$ cat src/rtl/clk_div_monitor_if.sv
// Signal bundle between the divided-clock source side and the clk_div_monitor checker.
interface clk_div_monitor_if #(
    parameter int unsigned CNT_W = 8
);
    logic             clkin;
    logic [CNT_W-1:0] period;
    logic [CNT_W-1:0] high_time;
    logic             meas_valid;
    logic             locked;
    logic             err;
    logic [CNT_W-1:0] err_cnt;

    // master: the checker, which observes clkin and produces the measurements
    modport master (
        input  clkin,
        output period, high_time, meas_valid, locked, err, err_cnt
    );

    modport slave (
        output clkin,
        input  period, high_time, meas_valid, locked, err, err_cnt
    );
endinterface

$ cat src/rtl/clk_div_monitor.sv
// Measures period and high time of a divided clock sampled in the clk domain and
// checks them against DIV, reporting lock, error pulses and a saturating error count.
module clk_div_monitor #(
    parameter int unsigned DIV      = 5,
    parameter int unsigned CNT_W    = 8,
    parameter int unsigned LOCK_CNT = 4
) (
    input  logic                  clk,
    input  logic                  rst,
    clk_div_monitor_if.master     mon_io
);

    typedef enum logic [0:0] {StIdle, StMeasure} state_e;

    localparam logic [CNT_W-1:0] One    = CNT_W'(1);
    localparam logic [CNT_W-1:0] DivC   = CNT_W'(DIV);
    localparam logic [CNT_W-1:0] TwoDiv = CNT_W'(2 * DIV);
    localparam logic [CNT_W-1:0] HiLo   = CNT_W'(DIV / 2);
    localparam logic [CNT_W-1:0] HiHi   = CNT_W'((DIV + 1) / 2);
    localparam logic [3:0]       LockC  = 4'(LOCK_CNT);
    localparam logic [3:0]       LockM1 = 4'(LOCK_CNT - 1);

    state_e           state_q;
    logic             s1_q, s2_q, s3_q;
    logic [CNT_W-1:0] cnt_q, hcnt_q;
    logic [CNT_W-1:0] period_q, high_q, err_cnt_q;
    logic [3:0]       good_q;
    logic             mv_q, err_q, locked_q;

    logic rise, good_meas, timeout, bad;

    always_comb begin
        rise      = s2_q & ~s3_q;
        good_meas = (cnt_q == DivC) && ((hcnt_q == HiLo) || (hcnt_q == HiHi));
        // rise wins over timeout when both land on cnt == 2*DIV
        timeout   = (state_q == StMeasure) && !rise && (cnt_q == TwoDiv);
        bad       = ((state_q == StMeasure) && rise && !good_meas) || timeout;
    end

    always_ff @(posedge clk) begin
        if (rst) begin
            state_q   <= StIdle;
            s1_q      <= 1'b0;
            s2_q      <= 1'b0;
            s3_q      <= 1'b0;
            cnt_q     <= '0;
            hcnt_q    <= '0;
            period_q  <= '0;
            high_q    <= '0;
            err_cnt_q <= '0;
            good_q    <= '0;
            mv_q      <= 1'b0;
            err_q     <= 1'b0;
            locked_q  <= 1'b0;
        end else begin
            s1_q  <= mon_io.clkin;
            s2_q  <= s1_q;
            s3_q  <= s2_q;
            mv_q  <= 1'b0;
            err_q <= 1'b0;

            if (bad) begin
                err_q    <= 1'b1;
                good_q   <= '0;
                locked_q <= 1'b0;
                if (err_cnt_q != '1) err_cnt_q <= err_cnt_q + One;
            end

            case (state_q)
                StIdle: begin
                    if (rise) begin
                        state_q <= StMeasure;
                        cnt_q   <= One;
                        hcnt_q  <= One;
                    end
                end
                StMeasure: begin
                    if (rise) begin
                        period_q <= cnt_q;
                        high_q   <= hcnt_q;
                        mv_q     <= 1'b1;
                        cnt_q    <= One;
                        hcnt_q   <= One;
                        if (good_meas) begin
                            if (good_q < LockC) good_q <= good_q + 4'd1;
                            if (good_q >= LockM1) locked_q <= 1'b1;
                        end
                    end else if (timeout) begin
                        state_q <= StIdle;
                        cnt_q   <= '0;
                        hcnt_q  <= '0;
                    end else begin
                        cnt_q  <= cnt_q + One;
                        hcnt_q <= hcnt_q + CNT_W'(s2_q);
                    end
                end
                default: state_q <= StIdle;
            endcase
        end
    end

    assign mon_io.period     = period_q;
    assign mon_io.high_time  = high_q;
    assign mon_io.meas_valid = mv_q;
    assign mon_io.err        = err_q;
    assign mon_io.locked     = locked_q;
    assign mon_io.err_cnt    = err_cnt_q;

endmodule

$ cat src/flat_wrapper.sv
// flat-port wrapper written by rule: the top's interface ports become plain ports
module clk_div_monitor_flat 
#(
    parameter int unsigned DIV      = 5,
    parameter int unsigned CNT_W    = 8,
    parameter int unsigned LOCK_CNT = 4
)
  (clk, rst, mon_io_clkin, mon_io_period, mon_io_high_time, mon_io_meas_valid, mon_io_locked, mon_io_err, mon_io_err_cnt);
  clk_div_monitor_if #(.CNT_W(CNT_W)) mon_io_i ();
  input  logic clk;
  input  logic rst;
  input wire logic [$bits(mon_io_i.clkin)-1:0] mon_io_clkin;
  output wire logic [$bits(mon_io_i.period)-1:0] mon_io_period;
  output wire logic [$bits(mon_io_i.high_time)-1:0] mon_io_high_time;
  output wire logic [$bits(mon_io_i.meas_valid)-1:0] mon_io_meas_valid;
  output wire logic [$bits(mon_io_i.locked)-1:0] mon_io_locked;
  output wire logic [$bits(mon_io_i.err)-1:0] mon_io_err;
  output wire logic [$bits(mon_io_i.err_cnt)-1:0] mon_io_err_cnt;
  assign mon_io_i.clkin = mon_io_clkin;
  assign mon_io_period = mon_io_i.period;
  assign mon_io_high_time = mon_io_i.high_time;
  assign mon_io_meas_valid = mon_io_i.meas_valid;
  assign mon_io_locked = mon_io_i.locked;
  assign mon_io_err = mon_io_i.err;
  assign mon_io_err_cnt = mon_io_i.err_cnt;
  clk_div_monitor #(.DIV(DIV), .CNT_W(CNT_W), .LOCK_CNT(LOCK_CNT)) u_core (.clk(clk), .rst(rst), .mon_io(mon_io_i));
endmodule
$ cat config.mk
export PLATFORM = sky130hd
export DESIGN_NAME = clk_div_monitor_flat
export DESIGN_NICKNAME = d
export VERILOG_FILES = /design/src/rtl/clk_div_monitor_if.sv /design/src/rtl/clk_div_monitor.sv /design/src/flat_wrapper.sv
export SDC_FILE = /design/constraint.sdc
export NUM_CORES = 1
export LEC_CHECK = 0
export CORE_MARGIN = 2
export CORE_UTILIZATION = 65
export CTS_CLUSTER_SIZE = 14
export DETAILED_ROUTE_END_ITERATION = 16
export DONT_BUFFER_PORTS = 1
export PLACE_DENSITY = 0.81
export SETUP_SLACK_MARGIN = 0.2
export SYNTH_ARGS = -nofsm -noshare
export SYNTH_HDL_FRONTEND = slang
export SYNTH_SLANG_ARGS = --single-unit
$ cat constraint.sdc
create_clock -name clk -period 4.7 [get_ports clk]
set_clock_uncertainty 0.2 [all_clocks]
set_input_delay 0.235 -clock clk [delete_from_list [all_inputs] [get_ports clk]]
set_output_delay 0.235 -clock clk [all_outputs]
set_load 0.03 [all_outputs]
==> impl_metrics.csv <==
group,metric,value,unit
outcome,run_status,"completed",
layout,utilization,0.739,
routing,ant_nets,0,
routing,dr_total_vias,1774,
cts,htree_levels,2,
layout,register_area,1020,µm²
layout,fillers,249,
setup_path,crit_chain,"or4_4, nand4b_1, o211ai_2, o21ai_0, a21oi_1, dlygate4sd3_1",
sta,worst_pin_slew,0.896,ns
yosys,yosysMostFrequentCell,"dfxtp_1",
sta,hold_violations,0,
floorplanning,rows,20,
setup_path,cp-start-kind,"flip-flop",
yosys,yosysWarnings,0,
setup_path,critPathBufInv,1,
yosys,ys.flop_type,"dfxtp_1",
yosys,async_flop_share,0,
global_route,grt_max_degree,41,
yosys,yosysUniqueCellTypes,37,
yosys,syn_area,2160,µm²
yosys,synthTopCellsByCount,"dfxtp_1, nand2_1, a21oi_1",
layout,fin_nets,262,
sta,hold_slack,0.268,ns
min_path,hold_path_end,"u_core.s2_q",
global_route,grt_usage,0.245,
place,numPortBuffers,0,
setup_path,critPathMaxFanout,21,
routing,via_per_inst,5.97,
yosys,synth_nets,263,
floorplanning,start_util,0.696,
floorplanning,die_w,61.6,µm
layout,multi_input_area,1060,µm²
sta,period_needed,3.07,ns
yosys,synthTopCellsByArea,"dfxtp_1, a21oi_1, nand2_1",
place,dpl_worst_slack,2.09,ns
routing,route.detailed.drc,0,
power,vdd_drop_max,289,µV
power,power,724,µW
yosys,synth_top_area_cell,"dfxtp_1",
setup_path,cp_top_family,"compound AO/OA/AOI/OAI gates",
sta,setup_viol,0,
setup_path,cpMaxStageDelayCell,"o211ai_2",
power,power_density,316,nW/µm²
global_route,grt_pass1_vias,1560,
floorplanning,die_area,3800,µm²
floorplanning,io_pins,30,
setup_path,slowest_delay,0.65,ns
sta,max_slew_margin,0.400,
cts,cts.path.max_buffers,2,
yosys,synth_area_per_cell,8.54,µm²
floorplanning,coreArea,3100,µm²
routing,routedWlPerCell,14.6,µm
place,hpwlAfterDp,2.95,mm
global_route,antenna_found_initial,0,
layout,antenna_cells,0,
cts,cts_buffers,5,
min_path,hold_start,"u_core.s1_q",
routing,drtIter0Drc,180,
routing,dr.pass1.iters,4,
cts,root_buffer,"clkbuf_4",
cts,insertion_delay,0.39,ns
sta,setup-tns-final,0,ns
yosys,synth_seq_cells,51,
setup_path,worstRegToRegCells,6,
yosys,synth_cells,253,
layout,area_growth_syn_to_layout,6.14,%
yosys,synth-edff-count,0,
setup_path,cp.depth,6,
power,power.leakage,0.000833,µW
yosys,netlist.area_leader.share,0.473,
cts,cts_tree,"yes",
setup_path,critPathArrivalTime,3.22,ns
floorplanning,fp.dieH,61.6,µm
global_route,grt_pass1_wl,6.81,mm
setup_path,cp-end-kind,"flip-flop",
setup_path,worstReg2RegEnd,"u_core.mon_io.err_cnt[1]",
yosys,ys_seq_area_frac,0.473,
min_path,hold_class,"reg -> reg",
flow_run,cap_viol_max_count,0,
setup_path,crit-reg2reg-launch,"u_core.cnt_q[4]",
min_path,whs_path_depth,1,
routing,finalWirelength,4.33,mm
sta,maxSlewViolCount,0,
setup_path,critPathRequiredTime,4.85,ns
sta,fin_ws,1.63,ns
place,place.gp.congestion,0.909,
setup_path,r2r_slack,1.63,ns
setup_path,path_class,"reg -> reg",
sta,finalCritPeriodShare,0.653,
global_route,gr-total-overflow,0,
layout,final_layout_size_suffix_gt1_frac,0.0553,
sta,max_freq,326,MHz
cts,cts_sinks,51,
sta,rsz0062_at_grt,"false",
cts,clkSlewWorstSetupHoldPaths,0.16,ns
==> power breakdown <==
group	internal, µW	total, µW	switching [µW]
clock	114	258	145
combinational	8.47	25.6	17.1
sequential	436	440	4.38
==> flip-flops by register name, summed over array words and instances (netlist names) <==
signal	flops
u_core.s3_q	1
u_core.mon_io.locked	1
u_core.mon_io.high_time	8
u_core.cnt_q	8
u_core.s1_q	1
u_core.state_q	1
u_core.good_q	4
u_core.mon_io.meas_valid	1
u_core.mon_io.period	8
u_core.s2_q	1
u_core.mon_io.err_cnt	8
u_core.hcnt_q	8
u_core.mon_io.err	1
==> per-layer routing <==
metal  part of all wire  routed length [µm]  vias to the layer above  track usage
met5                  0                   0                        -            0
met4              0.012                  53                        0        0.119
met3              0.075                 325                        5       0.0672
met2               0.43                1860                       53        0.346
met1               0.48                2090                      820        0.345
li1                   -                   -                      896            -
==> placed cells by master, fill, tap and decap left out, types with 3 or more instances in the layout <==
cell,count
nor2_1,18
and3_1,5
a21oi_1,35
a41oi_1,3
o21ai_0,5
clkbuf_4,5
or3_1,3
ha_1,7
xor2_1,5
dlygate4sd3_1,3
nand2b_1,3
nand3_1,11
a31oi_1,5
dfxtp_1,51
o31ai_1,4
a22o_1,5
inv_1,5
nor2b_1,6
nand2_1,45
or4_1,6
==> worst max path at each step <==
stage | start | to | slack, ns
after floorplan | u_core.cnt_q[4] | u_core.mon_io.err_cnt[5] | 2.45
after global placement | u_core.cnt_q[4] | u_core.mon_io.err_cnt[5] | 2.13
after detailed placement | u_core.cnt_q[4] | u_core.mon_io.err_cnt[5] | 2.09
after CTS | u_core.cnt_q[4] | u_core.mon_io.err_cnt[1] | 1.70
after global routing | u_core.cnt_q[4] | u_core.mon_io.err_cnt[1] | 1.43
final | u_core.cnt_q[4] | u_core.mon_io.err_cnt[1] | 1.63
==> timing repair <==
action	4_1_cts	5_1_grt
gates resized for setup	0	0
hold buffers	4	0
endpoints found under the hold margin	46	0
buffers inserted	0	0
endpoints found under the setup margin	0	0
==> kinds of logic after synthesis <==
| logic type | Yosys count | synth area share |
|---|---|---|
| fa+ha+maj | 7 | 0.0406 |
| xor+xnor | 5 | 0.0203 |
| compound gates | 63 | 0.178 |
| flops | 51 | 0.473 |
| simple gates | 109 | 0.248 |
| buf+inv | 17 | 0.0348 |
| mux | 1 | 0.00521 |
==> worst reg2reg max path: cells and delay by family, from the launching register on <==
family	cells	cell delay (ns)
buf+inv	1	0.56
flops	1	0.40
simple gates	2	0.87
compound gates	3	1.01
==> metrics by stage <==
step           cell area, µm²  instances
3_3_place_gp             2160        285
3_5_place_dp             2160        285
2_1_floorplan            2160        253
4_1_cts                  2290        297
5_1_grt                  2290        297
6_report                 2290        297
==> final cells by class <==
type	count	share of cell area
clock buffers	5	0.0164
clock inverters	3	0.0202
multi-input cells	185	0.464
inverters	5	0.00819
repair buffers	4	0.0218
flip-flops and latches	51	0.445
well taps	44	0.0240
(Power assumes the default switching activity.)
